===== src/rtl/bus_initiator.sv =====
// HuC6280 CPU-side bus initiator: MPR bank translation and a registered access FSM toward the memory/IO responder.
// Optional VDC_WAIT_EN inserts one SETUP cycle before accesses to physical 1FE000-1FE3FF.
module bus_initiator #(
    parameter logic [7:0] RST_MPR = 8'h00
) (
    input  logic        clk,
    input  logic        rst,
    input  logic        cpu_req,
    input  logic        cpu_we,
    input  logic [15:0] cpu_laddr,
    input  logic [7:0]  cpu_wdata,
    output logic        cpu_ack,
    output logic [7:0]  cpu_rdata,
    output logic        cpu_busy,
    input  logic        mpr_we,
    input  logic [2:0]  mpr_sel,
    input  logic [7:0]  mpr_wdata,
    output logic [7:0]  mpr_rdata,
    output logic [20:0] addr,
    output logic [7:0]  dIn,
    input  logic [7:0]  dOut,
    output logic        re,
    output logic        we,
    output logic        CE_n,
    output logic        CER_n
);

    typedef enum logic [2:0] {
        S_IDLE,
        S_SETUP,
        S_ACCESS,
        S_CAPTURE,
        S_DONE
    } state_t;

    localparam logic [7:0] BANK_RAM = 8'hF8;
    localparam logic [7:0] BANK_IO  = 8'hFF;

    state_t      state_q, state_d;
    logic [7:0]  mpr_q [8];
    logic [20:0] phys_q, phys_d;
    logic        wr_q, wr_d;
    logic [7:0]  wdata_q, wdata_d;

    logic [20:0] addr_q, addr_d;
    logic [7:0]  din_q, din_d;
    logic        re_q, re_d;
    logic        we_q, we_d;
    logic        ce_n_q, ce_n_d;
    logic        cer_n_q, cer_n_d;
    logic        ack_q, ack_d;
    logic [7:0]  rdata_q, rdata_d;
    logic        busy_q, busy_d;

    logic [20:0] xlat;
    logic        driving;
    logic [7:0]  bank_d;
    logic        unmapped_q;

    assign mpr_rdata  = mpr_q[mpr_sel];
    // Translation reads the MPR value before any same-cycle MPR write lands.
    assign xlat       = {mpr_q[cpu_laddr[15:13]], cpu_laddr[12:0]};
    assign unmapped_q = (phys_q[20:13] > BANK_RAM) && (phys_q[20:13] != BANK_IO);

    always_comb begin
        state_d = state_q;
        phys_d  = phys_q;
        wr_d    = wr_q;
        wdata_d = wdata_q;
        rdata_d = rdata_q;

        case (state_q)
            S_IDLE: begin
                if (cpu_req) begin
                    phys_d  = xlat;
                    wr_d    = cpu_we;
                    wdata_d = cpu_wdata;
`ifdef VDC_WAIT_EN
                    state_d = (xlat[20:10] == 11'b11111111_000) ? S_SETUP : S_ACCESS;
`else
                    state_d = S_ACCESS;
`endif
                end
            end
            S_SETUP:   state_d = S_ACCESS;
            S_ACCESS:  state_d = wr_q ? S_DONE : S_CAPTURE;
            S_CAPTURE: begin
                rdata_d = unmapped_q ? 8'hFF : dOut;
                state_d = S_DONE;
            end
            S_DONE:    state_d = S_IDLE;
            default:   state_d = S_IDLE;
        endcase
    end

    // Bus outputs are registered, so they are derived from the state being entered.
    always_comb begin
        driving = (state_d == S_SETUP) || (state_d == S_ACCESS) || (state_d == S_CAPTURE);
        bank_d  = phys_d[20:13];
        addr_d  = driving ? phys_d : addr_q;
        din_d   = driving ? wdata_d : din_q;
        ce_n_d  = !(driving && (bank_d < BANK_RAM));
        cer_n_d = !(driving && (bank_d == BANK_RAM));
        re_d    = (state_d == S_ACCESS) && !wr_d;
        we_d    = (state_d == S_ACCESS) && wr_d;
        ack_d   = (state_d == S_DONE);
        busy_d  = (state_d != S_IDLE);
    end

    always_ff @(posedge clk) begin
        if (rst) begin
            state_q <= S_IDLE;
            for (int unsigned i = 0; i < 8; i++) begin
                mpr_q[i] <= RST_MPR;
            end
            phys_q  <= '0;
            wr_q    <= 1'b0;
            wdata_q <= '0;
            addr_q  <= '0;
            din_q   <= '0;
            re_q    <= 1'b0;
            we_q    <= 1'b0;
            ce_n_q  <= 1'b1;
            cer_n_q <= 1'b1;
            ack_q   <= 1'b0;
            rdata_q <= '0;
            busy_q  <= 1'b0;
        end else begin
            state_q <= state_d;
            if (mpr_we) begin
                mpr_q[mpr_sel] <= mpr_wdata;
            end
            phys_q  <= phys_d;
            wr_q    <= wr_d;
            wdata_q <= wdata_d;
            addr_q  <= addr_d;
            din_q   <= din_d;
            re_q    <= re_d;
            we_q    <= we_d;
            ce_n_q  <= ce_n_d;
            cer_n_q <= cer_n_d;
            ack_q   <= ack_d;
            rdata_q <= rdata_d;
            busy_q  <= busy_d;
        end
    end

    assign addr      = addr_q;
    assign dIn       = din_q;
    assign re        = re_q;
    assign we        = we_q;
    assign CE_n      = ce_n_q;
    assign CER_n     = cer_n_q;
    assign cpu_ack   = ack_q;
    assign cpu_rdata = rdata_q;
    assign cpu_busy  = busy_q;

endmodule

===== config.mk =====
export PLATFORM = sky130hd
export DESIGN_NAME = bus_initiator
export DESIGN_NICKNAME = d
export VERILOG_FILES = /design/src/rtl/bus_initiator.sv
export SDC_FILE = /design/constraint.sdc
export NUM_CORES = 1
export LEC_CHECK = 0
export ABC_AREA = 1
export ABC_CLOCK_PERIOD_IN_PS = 2400
export CORE_UTILIZATION = 55
export DETAILED_ROUTE_END_ITERATION = 10
export PLACE_DENSITY = 0.82
export SLEW_MARGIN = 20
export SYNTH_ARGS = -nofsm -noshare
export SYNTH_HDL_FRONTEND = slang
export SYNTH_SLANG_ARGS = --single-unit

===== constraint.sdc =====
create_clock -name clk -period 2.4 [get_ports clk]
set_input_delay 0.24 -clock clk [delete_from_list [all_inputs] [get_ports clk]]
set_output_delay 0.24 -clock clk [all_outputs]
set_load 0.005 [all_outputs]

Word-level counts from Yosys, hierarchy flattened
Memory sizes are Yosys's and may differ from the RTL's. Index checks and enable logic that the tools add are counted.

Memories: 1. Memory bits (writable): 64. Logic and storage cells: 56. Flip-flop bits (word level): 76.

Memories: mpr_q (words 8, bits a word 8, read ports 2, clocked after memory_dff 0, wr ports 8, RTL line 40) `logic [7:0] mpr_q [8];`.

Mux-type cells: 18. $lt $le $gt $ge: 2. Reductions and logical operators: 13. Equal/unequal tests: 9.

Operators by type and width (count): two-way mux 21 bit (2); two-way mux 8 bit (4); equality test 3 x 2 -> 1 bit (second input constant) (4); one-hot mux 3 bit (4 select lines) (1); two-way mux 3 bit (3); equality test 8 bit (second input constant) (1); greater-than comparator 8 bit (second input constant) (1); < comparator 8 bit (second input constant) (1); two-way mux 1 bit (8); inequality test 8 bit (second input constant) (1); OR reduction 8 bit (1); equality test 3 x 1 -> 1 bit (second input constant) (2); logical AND 1 bit (5); equality test 3 bit (second input constant) (1); zero test 1 bit (3); zero test 3 bit (1); nonzero test 3 bit (1); logical OR 1 bit (2).

Logic depth before layout (Yosys ltp)
Gate-level depths: netlist (run 1).

Depth in word-level cells: 7. Depth in mapped cells: 12. Gate-level depth less buffers: 11.

Worst setup path before layout (run 1)
No wires, ideal clock.

Path kind: input to register. From: input rst. To: memory mpr_q[5][0] (enable). Setup time: 0.329 ns. Required time: 2.071 ns. Data arrival time: 1.226 ns. Path slack: 0.845 ns. Stages on the path: 4. Cell sequence: clkbuf_1 > nor2_2 > nand4_1 > nand2_1.

RTL lines: start, declared (RTL line 7) `input logic rst,`; end, declared (RTL line 40).

Worst setup path after layout (run 1)
From: input mpr_sel[1]. To: output mpr_rdata[6].

Word-level cells in the longest chain between the ends: 1.

Ends and longest elaborated chain: start, declared (RTL line 16) `input logic [2:0] mpr_sel,`; memory (8 x 8 bit); end, declared (RTL line 18) `output logic [7:0] mpr_rdata,`.

No other way between the ends.

==> results of run 1 <==
[registers in the layout, indices dropped and copies added (netlist names)]
name / count
we: 1
addr: 21
phys_q: 21
state_q: 3
cpu_rdata: 8
dIn: 8
wr_q: 1
cpu_ack: 1
re: 1
cpu_busy: 1
CER_n: 1
CE_n: 1
wdata_q: 8
mpr_q: 64
[where the power goes]
part	total [mW]	switching [mW]	internal, mW
combinational	1.03	0.557	0.473
clock	2.50	1.01	1.49
sequential	2.83	0.119	2.71
total	6.36	1.68	4.68
[cell usage in the layout, fill, tap and decap left out, types with 7 or more instances in the layout]
cell	netlist	layout
sky130_fd_sc_hd__nand3_1	50	48
sky130_fd_sc_hd__inv_2	7	10
sky130_fd_sc_hd__nor3_1	11	11
sky130_fd_sc_hd__clkdlybuf4s50_1	0	98
sky130_fd_sc_hd__buf_4	4	31
sky130_fd_sc_hd__inv_1	64	62
sky130_fd_sc_hd__mux2i_1	21	21
sky130_fd_sc_hd__clkbuf_16	0	19
sky130_fd_sc_hd__o21ai_0	47	47
sky130_fd_sc_hd__nand2_1	98	98
sky130_fd_sc_hd__edfxtp_1	64	64
sky130_fd_sc_hd__o21bai_1	7	7
sky130_fd_sc_hd__nor2_1	115	115
sky130_fd_sc_hd__o22ai_1	12	12
sky130_fd_sc_hd__a21oi_1	43	43
sky130_fd_sc_hd__dfxtp_1	76	76
[through the flow]
| step | util (%) | instances | power [mW] | setup slack [ns] | TNS [ns] |
|---|---|---|---|---|---|
| 6_report | 75.6 | 949 | 6.36 | 0.0704 | 0 |
| 3_5_place_dp | 69.5 | 916 | 3.87 | -0.0435 | -0.0797 |
| 2_1_floorplan | - | 679 | 3.36 | 0.845 | 0 |
| 3_3_place_gp | 69.5 | 916 | 3.84 | -0.00226 | -0.00226 |
| 5_1_grt | 75.6 | 949 | 6.59 | -0.00721 | -0.0132 |
| 4_1_cts | 75.2 | 948 | 6.36 | 0.0258 | 0 |
[worst min path at each step]
stage            endpoint  slack [ns]  cells after the start
3_5_place_dp   wdata_q[0]        0.48                      2
3_3_place_gp   wdata_q[7]        0.47                      2
4_1_cts        wdata_q[0]        0.35                      3
2_1_floorplan   phys_q[0]        0.41                      2
5_1_grt        wdata_q[0]        0.37                      3
6_report       wdata_q[0]        0.37                      3
[routing by layer]
metal	global-route usage, %	part of all wire [%]
met3	7.11	9.1
met4	11.4	1.7
met2	51.7	47
met5	0	0
met1	45.1	42
[timing repair]
action | CTS | global route
gates cloned | 0 | 0
gates resized for setup | 3 | 9
setup buffers | 0 | 1
pin swaps | 0 | 2
setup endpoints to repair | 2 | 8
[kinds of logic (layout without fill, tap and decap cells)]
kind of cell           count (synthesis)  count (layout)  synth area share (%)
AOI/OAI and AO/OA                    128             128                  12.1
buffers and inverters                102             236                  7.25
DFF                                  140             140                  57.0
muxes                                 21              21                  3.48
and+or+nand+nor                      288             288                  20.2
[worst max-delay path: cells and delay by family]
family	cells	cell delay (ns)
and+or+nand+nor	2	0.29
AOI/OAI and AO/OA	2	0.30
buffers and inverters	4	1.26
[layout make-up]
cell class                 instances  area [um2]  area share, %
clock inverter                    10        73.8          0.933
multi-input combinational        437        2200           27.9
tap                              136         170           2.15
inverter                          74         279           3.53
timing repair buffer             130        1230           15.6
sequential                       140        3440           43.5
clock buffer                      22         507           6.41
[Yosys cell counts (all sizes together)]
master,count
mux2i,21
edfxtp,64
nand3,50
dfxtp,76
nand2,99
nand3b,1
buf,18
a221oi,9
clkinv,3
o211ai,3
o22ai,12
or2,3
a211oi,2
clkbuf,10
a21oi,44
nor3,14
o21ai,49
o21bai,7
nand4,5
a22oi,2
nor2,116
inv,71
==> flow_summary.rst, run 1 <==
.. list-table::
   :header-rows: 1

   * - Metric
     - Value
   * - Clock latency reported for the late side of the worst-skew pair
     - 0.53 ns
   * - Post-detailed-placement cell area
     - 7270 um2
   * - Average footprint of a synthesized cell
     - 8.89 um2
   * - Leakage dissipation
     - 3.34 nW
   * - Via-to-Cell Ratio
     - 5.69
   * - Routed vias
     - 5400
   * - Slew at the pin with the worst max-slew slack
     - 0.546 ns
   * - Worst Path Class, Setup
     - in2out
   * - ANT cells
     - 0
   * - Chip Height
     - 107 um
   * - Total count of hold-check failures in the final report
     - 0
   * - Post-detailed-route count of antenna-violating nets
     - 0
   * - Reg2reg setup slack
     - 0.64 ns
   * - Clock buffer count from CTS
     - 17
   * - Starting DRT DRC Count
     - 653
   * - CTS Sinks
     - 140
   * - Post-Synthesis Cell Area
     - 6040 um2
   * - Net count after synthesis
     - 727
   * - Post-route fraction of the period consumed by the critical path
     - 97.1%
   * - Placer Congestion
     - 0.995
   * - Worst reg2reg path endpoint
     - dIn[4]
   * - Fraction of layout cells with a size suffix above 1
     - 10.9%
   * - Wire per inst
     - 19.1 um
   * - Deepest clock path buffer count
     - 2
   * - Clock transition at the register clock pins on the worst setup and hold paths after CTS
     - 0.06 ns
   * - Worst EP required
     - 2.16 ns
   * - Critical path endpoint category
     - primary output
   * - Setup crit end
     - mpr_rdata[6]
   * - Outcome
     - finished, final reports clean
   * - Starting density of the core
     - 57.7%
   * - Std cell rows
     - 37
   * - Critical Path Source
     - mpr_sel[1]
   * - Clock tree from TritonCTS
     - built
   * - Highest net fanout along the worst path
     - 5
   * - Largest net degree at the start of global routing
     - 43
   * - First-pass GRT wire length
     - 27600 um
   * - Fin Clk Skew
     - 0.00566 ns
   * - Class of the worst hold path
     - in2reg
   * - Post-synthesis instance total
     - 679
   * - Synth Register Bits
     - 140
   * - Arrival time of data at the critical path endpoint
     - 2.09 ns
   * - Worst-case vdd ir drop
     - 0.606 mV
   * - Layout Area Growth over Synthesis
     - 31.0%
   * - Count of TritonRoute iterations in the first routing pass
     - 5
   * - Max-capacitance violation count
     - 0
   * - Startpoint class of the critical path
     - input pin
   * - Cell Chain, Critical Path
     - clkdlybuf4s50_1 > inv_2 > nand3_1 > buf_4 > o22ai_1 > a211oi_1 > nand4_1 > clkdlybuf4s50_1
   * - Number of global-route vias before repair
     - 5098
   * - Cell taking the most area after synthesis
     - sky130_fd_sc_hd__edfxtp_1
   * - Number of antenna violations at the first check in global routing
     - 0
   * - Delay of the slowest critical-path stage
     - 0.54 ns
   * - Worst hold slack after final layout
     - 0.370 ns
   * - Hold Path Origin
     - cpu_wdata[0]
   * - Core area
     - 10500 um2
   * - Critical path's slowest cell
     - sky130_fd_sc_hd__clkdlybuf4s50_1
   * - Chip Width
     - 107 um
   * - Count of endpoints failing setup in the final report
     - 0
   * - Count of synthesis-stage warnings from yosys
     - 0
   * - HPWL after detailed placement
     - 13200 um
   * - Power per Cell Area
     - 804 nW/um2
   * - Total detailed-routing wirelength
     - 18100 um
   * - Filler instances
     - 726
   * - Max Fclk
     - 429 MHz
   * - Most frequent cell on the critical path
     - sky130_fd_sc_hd__clkdlybuf4s50_1
   * - R2R depth
     - 7
   * - Overflow after GRT
     - 0
   * - Overall routing resource usage
     - 32.9%
   * - Number of distinct library cell variants in the gate-level netlist after synthesis
     - 35
   * - Unrepaired setup endpoints after global routing
     - true
   * - Yosys top cell area share
     - 31.8%
   * - Worst rel slew slack
     - 63.3%
   * - Most area-consuming cells after synthesis
     - sky130_fd_sc_hd__edfxtp_1 32%, sky130_fd_sc_hd__dfxtp_1 25%, sky130_fd_sc_hd__nor2_1 7.2%
   * - Finished layout cell area
     - 7910 um2
   * - PortBufs
     - 98
   * - Sequential share of the synthesized area
     - 57.0%
   * - Final Slew Violations
     - 0
   * - IO Count
     - 99
   * - Remaining routing DRC violations
     - 0
   * - Startpoint of the most critical register-to-register path
     - state_q[0]
   * - Clock period minus final worst setup slack
     - 2.33 ns
   * - Root cell of the clock tree
     - sky130_fd_sc_hd__clkbuf_8
   * - Die area
     - 11400 um2
   * - Hold buffers post-CTS
     - 0
   * - Number of nets in the final layout
     - 848
   * - CTS H-tree depth
     - 4
(Power assumes the default switching activity.)
==> inputs of run 2 (changes only) <==
Settings changed: GPL_TIMING_DRIVEN set to 0.
==> flow_summary.rst, run 2 (synthesis gave the netlist of run 1 again) <==
.. list-table::
   :header-rows: 1

   * - Metric
     - Value
   * - Placer Congestion
     - 0.982 (-1.3%)
   * - Post-detailed-placement cell area
     - 7160 um2 (-1.6%)
   * - CTS Sinks
     - 140 (unchanged)
   * - HPWL after detailed placement
     - 12800 um (-2.9%)
   * - Wire per inst
     - 19.4 um (+1.7%)
   * - Max Fclk
     - 436 MHz (+1.7%)
   * - Worst-case vdd ir drop
     - 0.492 mV (-19%)
   * - Die area
     - 11400 um2 (unchanged)
   * - Critical path endpoint category
     - primary output
   * - Number of global-route vias before repair
     - 5206 (+2.1%)
   * - Fin Clk Skew
     - 0.00471 ns (-0.000950 ns)
   * - Via-to-Cell Ratio
     - 5.92 (+4.0%)
   * - Delay of the slowest critical-path stage
     - 0.52 ns (-0.02 ns)
   * - Unrepaired setup endpoints after global routing
     - false
   * - Remaining routing DRC violations
     - 0 (unchanged)
   * - Largest net degree at the start of global routing
     - 17 (-60%)
   * - Class of the worst hold path
     - in2reg
   * - Clock tree from TritonCTS
     - built
   * - Fraction of layout cells with a size suffix above 1
     - 10.3% (-0.66 points)
   * - Outcome
     - finished, final reports clean
   * - Number of nets in the final layout
     - 842 (-0.71%)
   * - Worst slack after detailed placement
     - -0.324 ns (-0.280 ns)
   * - Power per Cell Area
     - 815 nW/um2 (+1.4%)
   * - Final worst setup slack
     - 0.108 ns (+0.0379 ns)
   * - Starting DRT DRC Count
     - 793 (+21%)
   * - Clock buffer count from CTS
     - 17 (unchanged)
   * - Chip Height
     - 107 um (unchanged)
   * - Clock latency reported for the late side of the worst-skew pair
     - 0.53 ns (about the same)
   * - Worst rel slew slack
     - 51.5% (-12 points)
   * - Post-detailed-route count of antenna-violating nets
     - 0 (unchanged)
   * - Number of flip-flops under the largest register name
     - 64 (unchanged)
   * - Final sum of negative setup slack
     - 0 ns (unchanged)
   * - Net switching power of the design
     - 1.73 mW (+2.7%)
   * - Total detailed-routing wirelength
     - 18300 um (+1.0%)
   * - Overflow after GRT
     - 0 (unchanged)
   * - Leakage dissipation
     - 3.29 nW (-1.8%)
   * - Most common library cell in the layout ignoring fill and taps
     - sky130_fd_sc_hd__nor2_1
   * - Critical path's slowest cell
     - sky130_fd_sc_hd__clkdlybuf4s50_1
   * - Finished layout cell area
     - 7820 um2 (-1.1%)
   * - Commonest non-fill, non-tap cells in the layout
     - 115 x sky130_fd_sc_hd__nor2_1, 98 x sky130_fd_sc_hd__nand2_1, 93 x sky130_fd_sc_hd__clkdlybuf4s50_1
   * - Root cell of the clock tree
     - sky130_fd_sc_hd__clkbuf_8
   * - Overall routing resource usage
     - 33.5% (+0.58 points)
   * - Max-capacitance violation count
     - 0 (unchanged)
   * - Proportion of power drawn by flip-flops and latches
     - 44.3% (-0.2 points)
   * - Total internal power
     - 4.65 mW (-0.61%)
   * - Switching share of power
     - 27.1% (+0.64 points)
   * - Routed vias
     - 5582 (+3.4%)
   * - Hold buffers post-CTS
     - 0 (unchanged)
   * - Chip Width
     - 107 um (unchanged)
   * - Total count of hold-check failures in the final report
     - 0 (unchanged)
   * - Highest net fanout along the worst path
     - 9 (+4)
   * - Total chip power
     - 6.38 mW (+0.27%)
   * - Clock period minus final worst setup slack
     - 2.29 ns (-0.0379 ns)
   * - Fraction of power consumed by combinational cells
     - 16.5% (+0.3 points)
   * - Layout Area Growth over Synthesis
     - 29.5%
   * - Post-route fraction of the period consumed by the critical path
     - 95.5% (-1.6 points)
   * - Count of TritonRoute iterations in the first routing pass
     - 8 (+3)
   * - Clock power frac
     - 39.2% (about the same)
   * - Cell Chain, Critical Path
     - dlygate4sd2_1 > inv_2 > nor3_4 > a22oi_1 > nand4_1 > clkdlybuf4s50_1
   * - IO Count
     - 99 (unchanged)
   * - Core area
     - 10500 um2 (unchanged)
   * - Number of antenna violations at the first check in global routing
     - 0 (unchanged)
   * - Deepest clock path buffer count
     - 2 (unchanged)
   * - Count of endpoints failing setup in the final report
     - 0 (unchanged)
   * - First-pass GRT wire length
     - 28400 um (+2.8%)
   * - ANT cells
     - 0 (unchanged)
   * - PortBufs
     - 95 (-3.1%)
   * - Slew at the pin with the worst max-slew slack
     - 0.727 ns (+0.181 ns)
   * - Starting density of the core
     - 57.7% (unchanged)
   * - Arrival time of data at the critical path endpoint
     - 2.05 ns (-0.04 ns)
   * - Clock transition at the register clock pins on the worst setup and hold paths after CTS
     - 0.06 ns (about the same)
   * - Final Slew Violations
     - 0 (unchanged)
   * - Std cell rows
     - 37 (unchanged)
   * - Largest register by flop count
     - mpr_q
   * - Startpoint class of the critical path
     - input pin
   * - CTS H-tree depth
     - 4 (unchanged)
   * - Worst Path Class, Setup
     - in2out
   * - Worst EP required
     - 2.16 ns (about the same)
[run 2: critical path, delay by kind of cell]
family,cells,cell delay [ns]
compound gates,1,0.15
buf+inv,3,1.07
simple gates,2,0.60
[run 2: per-layer routing]
layer | vias to the layer above | wire length, um | global-route usage, %
met2 | 387 | 8380 | 50.2
li1 | 2524 | - | -
met4 | 0 | 515 | 13.4
met5 | - | 0 | 0
met3 | 48 | 2290 | 9.00
met1 | 2623 | 7110 | 46.2
[run 2: area by class of cell]
class | count | area (um2)
Sequential cell | 140 | 3440
Fill cell | 777 | 2640
Multi-Input combinational cell | 437 | 2240
Timing Repair Buffer | 96 | 956
Clock buffer | 19 | 453
Inverter | 74 | 284
Tap cell | 136 | 170
Buffer | 28 | 160
Clock inverter | 13 | 109
[run 2: path summary, 6_finish.rpt]
kind | start | endpoint | slack (ns) | cells past startpoint
setup / recovery | mpr_sel[1] | mpr_rdata[6] | 0.11 | 6
hold / removal | cpu_laddr[13] | phys_q[14] | 0.35 | 8
setup reg to reg | state_q[1] | addr[10] | 0.76 | 7
hold reg to reg | wdata_q[0] | wdata_q[0] | 0.50 | 2
[run 2: stage by stage]
step	utilization [%]	hold slack, ns	instances
after floorplan	-	0.407	679
after global routing	74.7	0.385	943
after detailed placement	68.4	0.480	910
after global placement	68.4	0.469	910
after CTS	74.7	0.331	943
final	74.7	0.353	943
[run 2: repair_timing]
action / CTS / global route
setup endpoints to repair: 8 / 1
pin swaps: 2 / 0
gates resized for setup: 21 / 1
buffers inserted: 1 / 0
[run 2: power groups by stage]
| stage | clock, mW | combinational [mW] | sequential [mW] |
|---|---|---|---|
| 2_1_floorplan | 0 | 0.523 | 2.84 |
| 3_3_place_gp | 0 | 0.981 | 2.86 |
| 3_5_place_dp | 0 | 1.01 | 2.86 |
| 4_1_cts | 2.50 | 1.04 | 2.82 |
| 5_1_grt | 2.61 | 1.14 | 2.84 |
| 6_report | 2.50 | 1.05 | 2.82 |
==> inputs of run 3 (changes only) <==
Settings changed: ABC_CLOCK_PERIOD_IN_PS 2400 to unset, CORE_UTILIZATION 55 to 48, PLACE_DENSITY 0.82 to 0.76, TNS_END_PERCENT set to 10.
Clock period 2.4 ns to 1.85 ns, I/O delays scaled along.
==> flow_summary.rst, run 3 (synthesis gave the netlist of run 1 again) <==
.. list-table::
   :header-rows: 1

   * - Metric
     - Value
   * - Outcome
     - finished, final reports clean
   * - Wire per inst
     - 17.9 um (-7.6%)
   * - Clock tree from TritonCTS
     - built
   * - Unrepaired setup endpoints after global routing
     - true
   * - Placer Congestion
     - 0.942 (-4.2%)
   * - Leakage dissipation
     - 3.31 nW (+0.71%)
   * - Levels on crit path
     - 5 (-1)
   * - Net switching power of the design
     - 2.12 mW (+23%)
   * - Count of endpoints failing setup in the final report
     - 0 (unchanged)
   * - Number of global-route vias before repair
     - 5139 (-1.3%)
   * - Commonest non-fill, non-tap cells in the layout
     - 115 x sky130_fd_sc_hd__nor2_1, 96 x sky130_fd_sc_hd__nand2_1, 85 x sky130_fd_sc_hd__clkdlybuf4s50_1
   * - Reg2reg setup slack
     - 0.26 ns (-0.50 ns)
   * - Post-route fraction of the period consumed by the critical path
     - 98.6%
   * - Sequential Area
     - 3440 um2 (unchanged)
   * - IO Count
     - 99 (unchanged)
   * - Critical path endpoint category
     - primary output
   * - Fraction of layout cells with a size suffix above 1
     - 11.4% (+1.1 points)
   * - HPWL after detailed placement
     - 12400 um (-3.5%)
   * - Starting density of the core
     - 49.8% (-7.9 points)
   * - Chip Height
     - 114 um (+6.9%)
   * - Total count of hold-check failures in the final report
     - 0 (unchanged)
   * - Post-detailed-placement cell area
     - 7200 um2 (+0.56%)
   * - CTS H-tree depth
     - 4 (unchanged)
   * - Count of placed standard cells including taps
     - 942 (+3.5%)
   * - Cell Chain, Critical Path
     - inv_2 > o22ai_1 > a221oi_2 > nand2_1 > dlygate4sd2_1
   * - PortBufs
     - 95 (unchanged)
   * - Critical path's slowest cell
     - sky130_fd_sc_hd__edfxtp_1
   * - Die area
     - 13000 um2 (+14%)
   * - Delay of the slowest critical-path stage
     - 0.39 ns (-0.13 ns)
   * - Clock period minus final worst setup slack
     - 1.82 ns
   * - Clock power frac
     - 39.3% (about the same)
   * - R2R depth
     - 9 (+2)
   * - Finished layout cell area
     - 7910 um2 (+1.2%)
   * - Slew at the pin with the worst max-slew slack
     - 0.736 ns (+0.00867 ns)
   * - Final Slew Violations
     - 0 (unchanged)
   * - Via-to-Cell Ratio
     - 5.54 (-6.4%)
   * - ANT cells
     - 0 (unchanged)
   * - Worst Path Class, Setup
     - reg2out
   * - Total internal power
     - 6.12 mW (+32%)
   * - Layout Area Growth over Synthesis
     - 31.1%
   * - Root cell of the clock tree
     - sky130_fd_sc_hd__clkbuf_16
   * - CTS Sinks
     - 140 (unchanged)
   * - Overflow after GRT
     - 0 (unchanged)
   * - Class of the worst hold path
     - in2reg
   * - First-pass GRT wire length
     - 27100 um (-4.6%)
   * - Worst rel slew slack
     - 51.0% (-0.58 points)
   * - Post-detailed-route count of antenna-violating nets
     - 0 (unchanged)
   * - Std cell rows
     - 40 (+8.1%)
   * - Overall routing resource usage
     - 28.1% (-5.4 points)
   * - Worst-case vdd ir drop
     - 0.901 mV (+83%)
   * - Non-filler cells in the finished layout
     - 976 (+3.5%)
   * - Number of buffers and inverters on the critical path
     - 2 (-1)
   * - Share of the core filled with cells in the final layout
     - 65.3% (-9.4 points)
   * - Starting DRT DRC Count
     - 625 (-21%)
   * - Startpoint class of the critical path
     - register
   * - Routed vias
     - 5406 (-3.2%)
   * - Number of flip-flops under the largest register name
     - 64 (unchanged)
   * - Largest register by flop count
     - mpr_q
   * - Max Fclk
     - 548 MHz
   * - Power per Cell Area
     - 1040 nW/um2 (+28%)
   * - Hold buffers post-CTS
     - 0 (unchanged)
   * - Max-capacitance violation count
     - 0 (unchanged)
   * - Clock buffer count from CTS
     - 17 (unchanged)
   * - Largest delay contributor family on the critical path
     - flip-flops
   * - Largest net degree at the start of global routing
     - 17 (unchanged)
   * - Arrival time of data at the critical path endpoint
     - 1.64 ns (-0.41 ns)
   * - Startpoint of the most critical register-to-register path
     - state_q[1]
   * - Most common library cell in the layout ignoring fill and taps
     - sky130_fd_sc_hd__nor2_1
   * - Multi-input logic area
     - 2280 um2 (+1.4%)
   * - Number of nets in the final layout
     - 843 (+0.12%)
   * - Total detailed-routing wirelength
     - 17500 um (-4.4%)
   * - Worst reg2reg path endpoint
     - CER_n
   * - Switching share of power
     - 25.7% (-1.4 points)
   * - Clock transition at the register clock pins on the worst setup and hold paths after CTS
     - 0.05 ns (about the same)
   * - Count of TritonRoute iterations in the first routing pass
     - 5 (-3)
   * - Fraction of power consumed by combinational cells
     - 16.3% (-0.2 points)
   * - Filler instances
     - 1008 (+30%)
   * - Setup crit end
     - mpr_rdata[0]
   * - Core area
     - 12100 um2 (+16%)
   * - Worst EP required
     - 1.66 ns (-0.50 ns)
   * - Highest net fanout along the worst path
     - 2 (-7)
   * - Proportion of power drawn by flip-flops and latches
     - 44.4% (about the same)
   * - Chip Width
     - 114 um (+6.9%)
   * - Final sum of negative setup slack
     - 0 ns (unchanged)
   * - Fin Clk Skew
     - 0.00644 ns (+0.00173 ns)
   * - Clock latency reported for the late side of the worst-skew pair
     - 0.42 ns (-0.11 ns)
   * - Number of antenna violations at the first check in global routing
     - 0 (unchanged)
   * - Critical Path Source
     - mpr_q[1][0]
   * - Remaining routing DRC violations
     - 0 (unchanged)
   * - Deepest clock path buffer count
     - 2 (unchanged)
-- run 3: cell types whose count changed in the layout (fill, tap and decap cells not counted), sizes merged, moves of 2 or more --
| cell | before | now |
|---|---|---|
| clkdlybuf4s15 | 0 | 2 |
| clkbuf | 29 | 40 |
| clkinv | 9 | 6 |
| dlygate4sd2 | 2 | 4 |
| clkdlybuf4s50 | 93 | 85 |
| inv | 77 | 71 |
-- run 3: worst min path at each step --
stage / depth (start not counted) / slack (ns) / end / from
2_1_floorplan: 2 / 0.35 / phys_q[0] / cpu_laddr[0]
3_3_place_gp: 2 / 0.47 / phys_q[9] / phys_q[9]
3_5_place_dp: 2 / 0.48 / phys_q[5] / phys_q[5]
4_1_cts: 4 / 0.36 / phys_q[17] / cpu_laddr[15]
5_1_grt: 4 / 0.43 / phys_q[17] / cpu_laddr[15]
6_report: 4 / 0.37 / phys_q[17] / cpu_laddr[15]
-- run 3: power groups by stage --
stage	clock network (mW)	registers [mW]	logic (mW)
finish	3.24	3.66	1.34
global route	3.37	3.68	1.46
CTS	3.25	3.65	1.33
detailed placement	0	3.71	1.30
global placement	0	3.70	1.28
floorplan	0	3.68	0.679
-- run 3: area by class of cell --
| cell class | instances | area share, % |
|---|---|---|
| Clock inverter | 4 | 0.332 |
| Buffer | 28 | 2.04 |
| Timing Repair Buffer | 97 | 12.2 |
| Sequential cell | 140 | 43.5 |
| Multi-Input combinational cell | 437 | 28.8 |
| Inverter | 74 | 3.62 |
| Clock buffer | 28 | 6.86 |
| Tap cell | 168 | 2.66 |
-- run 3: layer usage --
| layer | GRT usage (%) | wire length [um] | share of wire [%] | vias up |
|---|---|---|---|---|
| met4 | 11.3 | 340 | 1.9 | 0 |
| met5 | 0 | 0 | 0 | - |
| met1 | 37.2 | 7220 | 41 | 2583 |
| met2 | 44.1 | 8330 | 48 | 269 |
| li1 | - | - | - | 2527 |
| met3 | 7.20 | 1600 | 9.1 | 27 |
-- run 3: worst register-to-register path, stage by stage, from the launching register on --
cell and delay, ns:
sky130_fd_sc_hd__dfxtp_1 0.31, sky130_fd_sc_hd__nor2_1 0.13, sky130_fd_sc_hd__inv_2 0.07, sky130_fd_sc_hd__nor3_4 0.22, sky130_fd_sc_hd__buf_6 0.20, sky130_fd_sc_hd__nand3_1 0.16, sky130_fd_sc_hd__nand2_1 0.15, sky130_fd_sc_hd__nand2_1 0.08
sky130_fd_sc_hd__nor2_1 0.11, sky130_fd_sc_hd__nand2_1 0.06
-- run 3: repair_timing --
item / CTS / global route
pin swaps: 7 / 4
cloned: 0 / 0
gates resized for setup: 41 / 11
endpoints found under the setup margin: 64 / 22
buffers inserted: 2 / 0
-- run 3: through the flow --
step	hold slack (ns)	total power, mW	setup WS [ns]
after floorplan	0.352	4.36	0.350
after global placement	0.469	4.98	-0.876
after detailed placement	0.476	5.01	-0.841
after CTS	0.357	8.23	-0.158
after global routing	0.426	8.52	-0.0359
final	0.374	8.23	0.0262
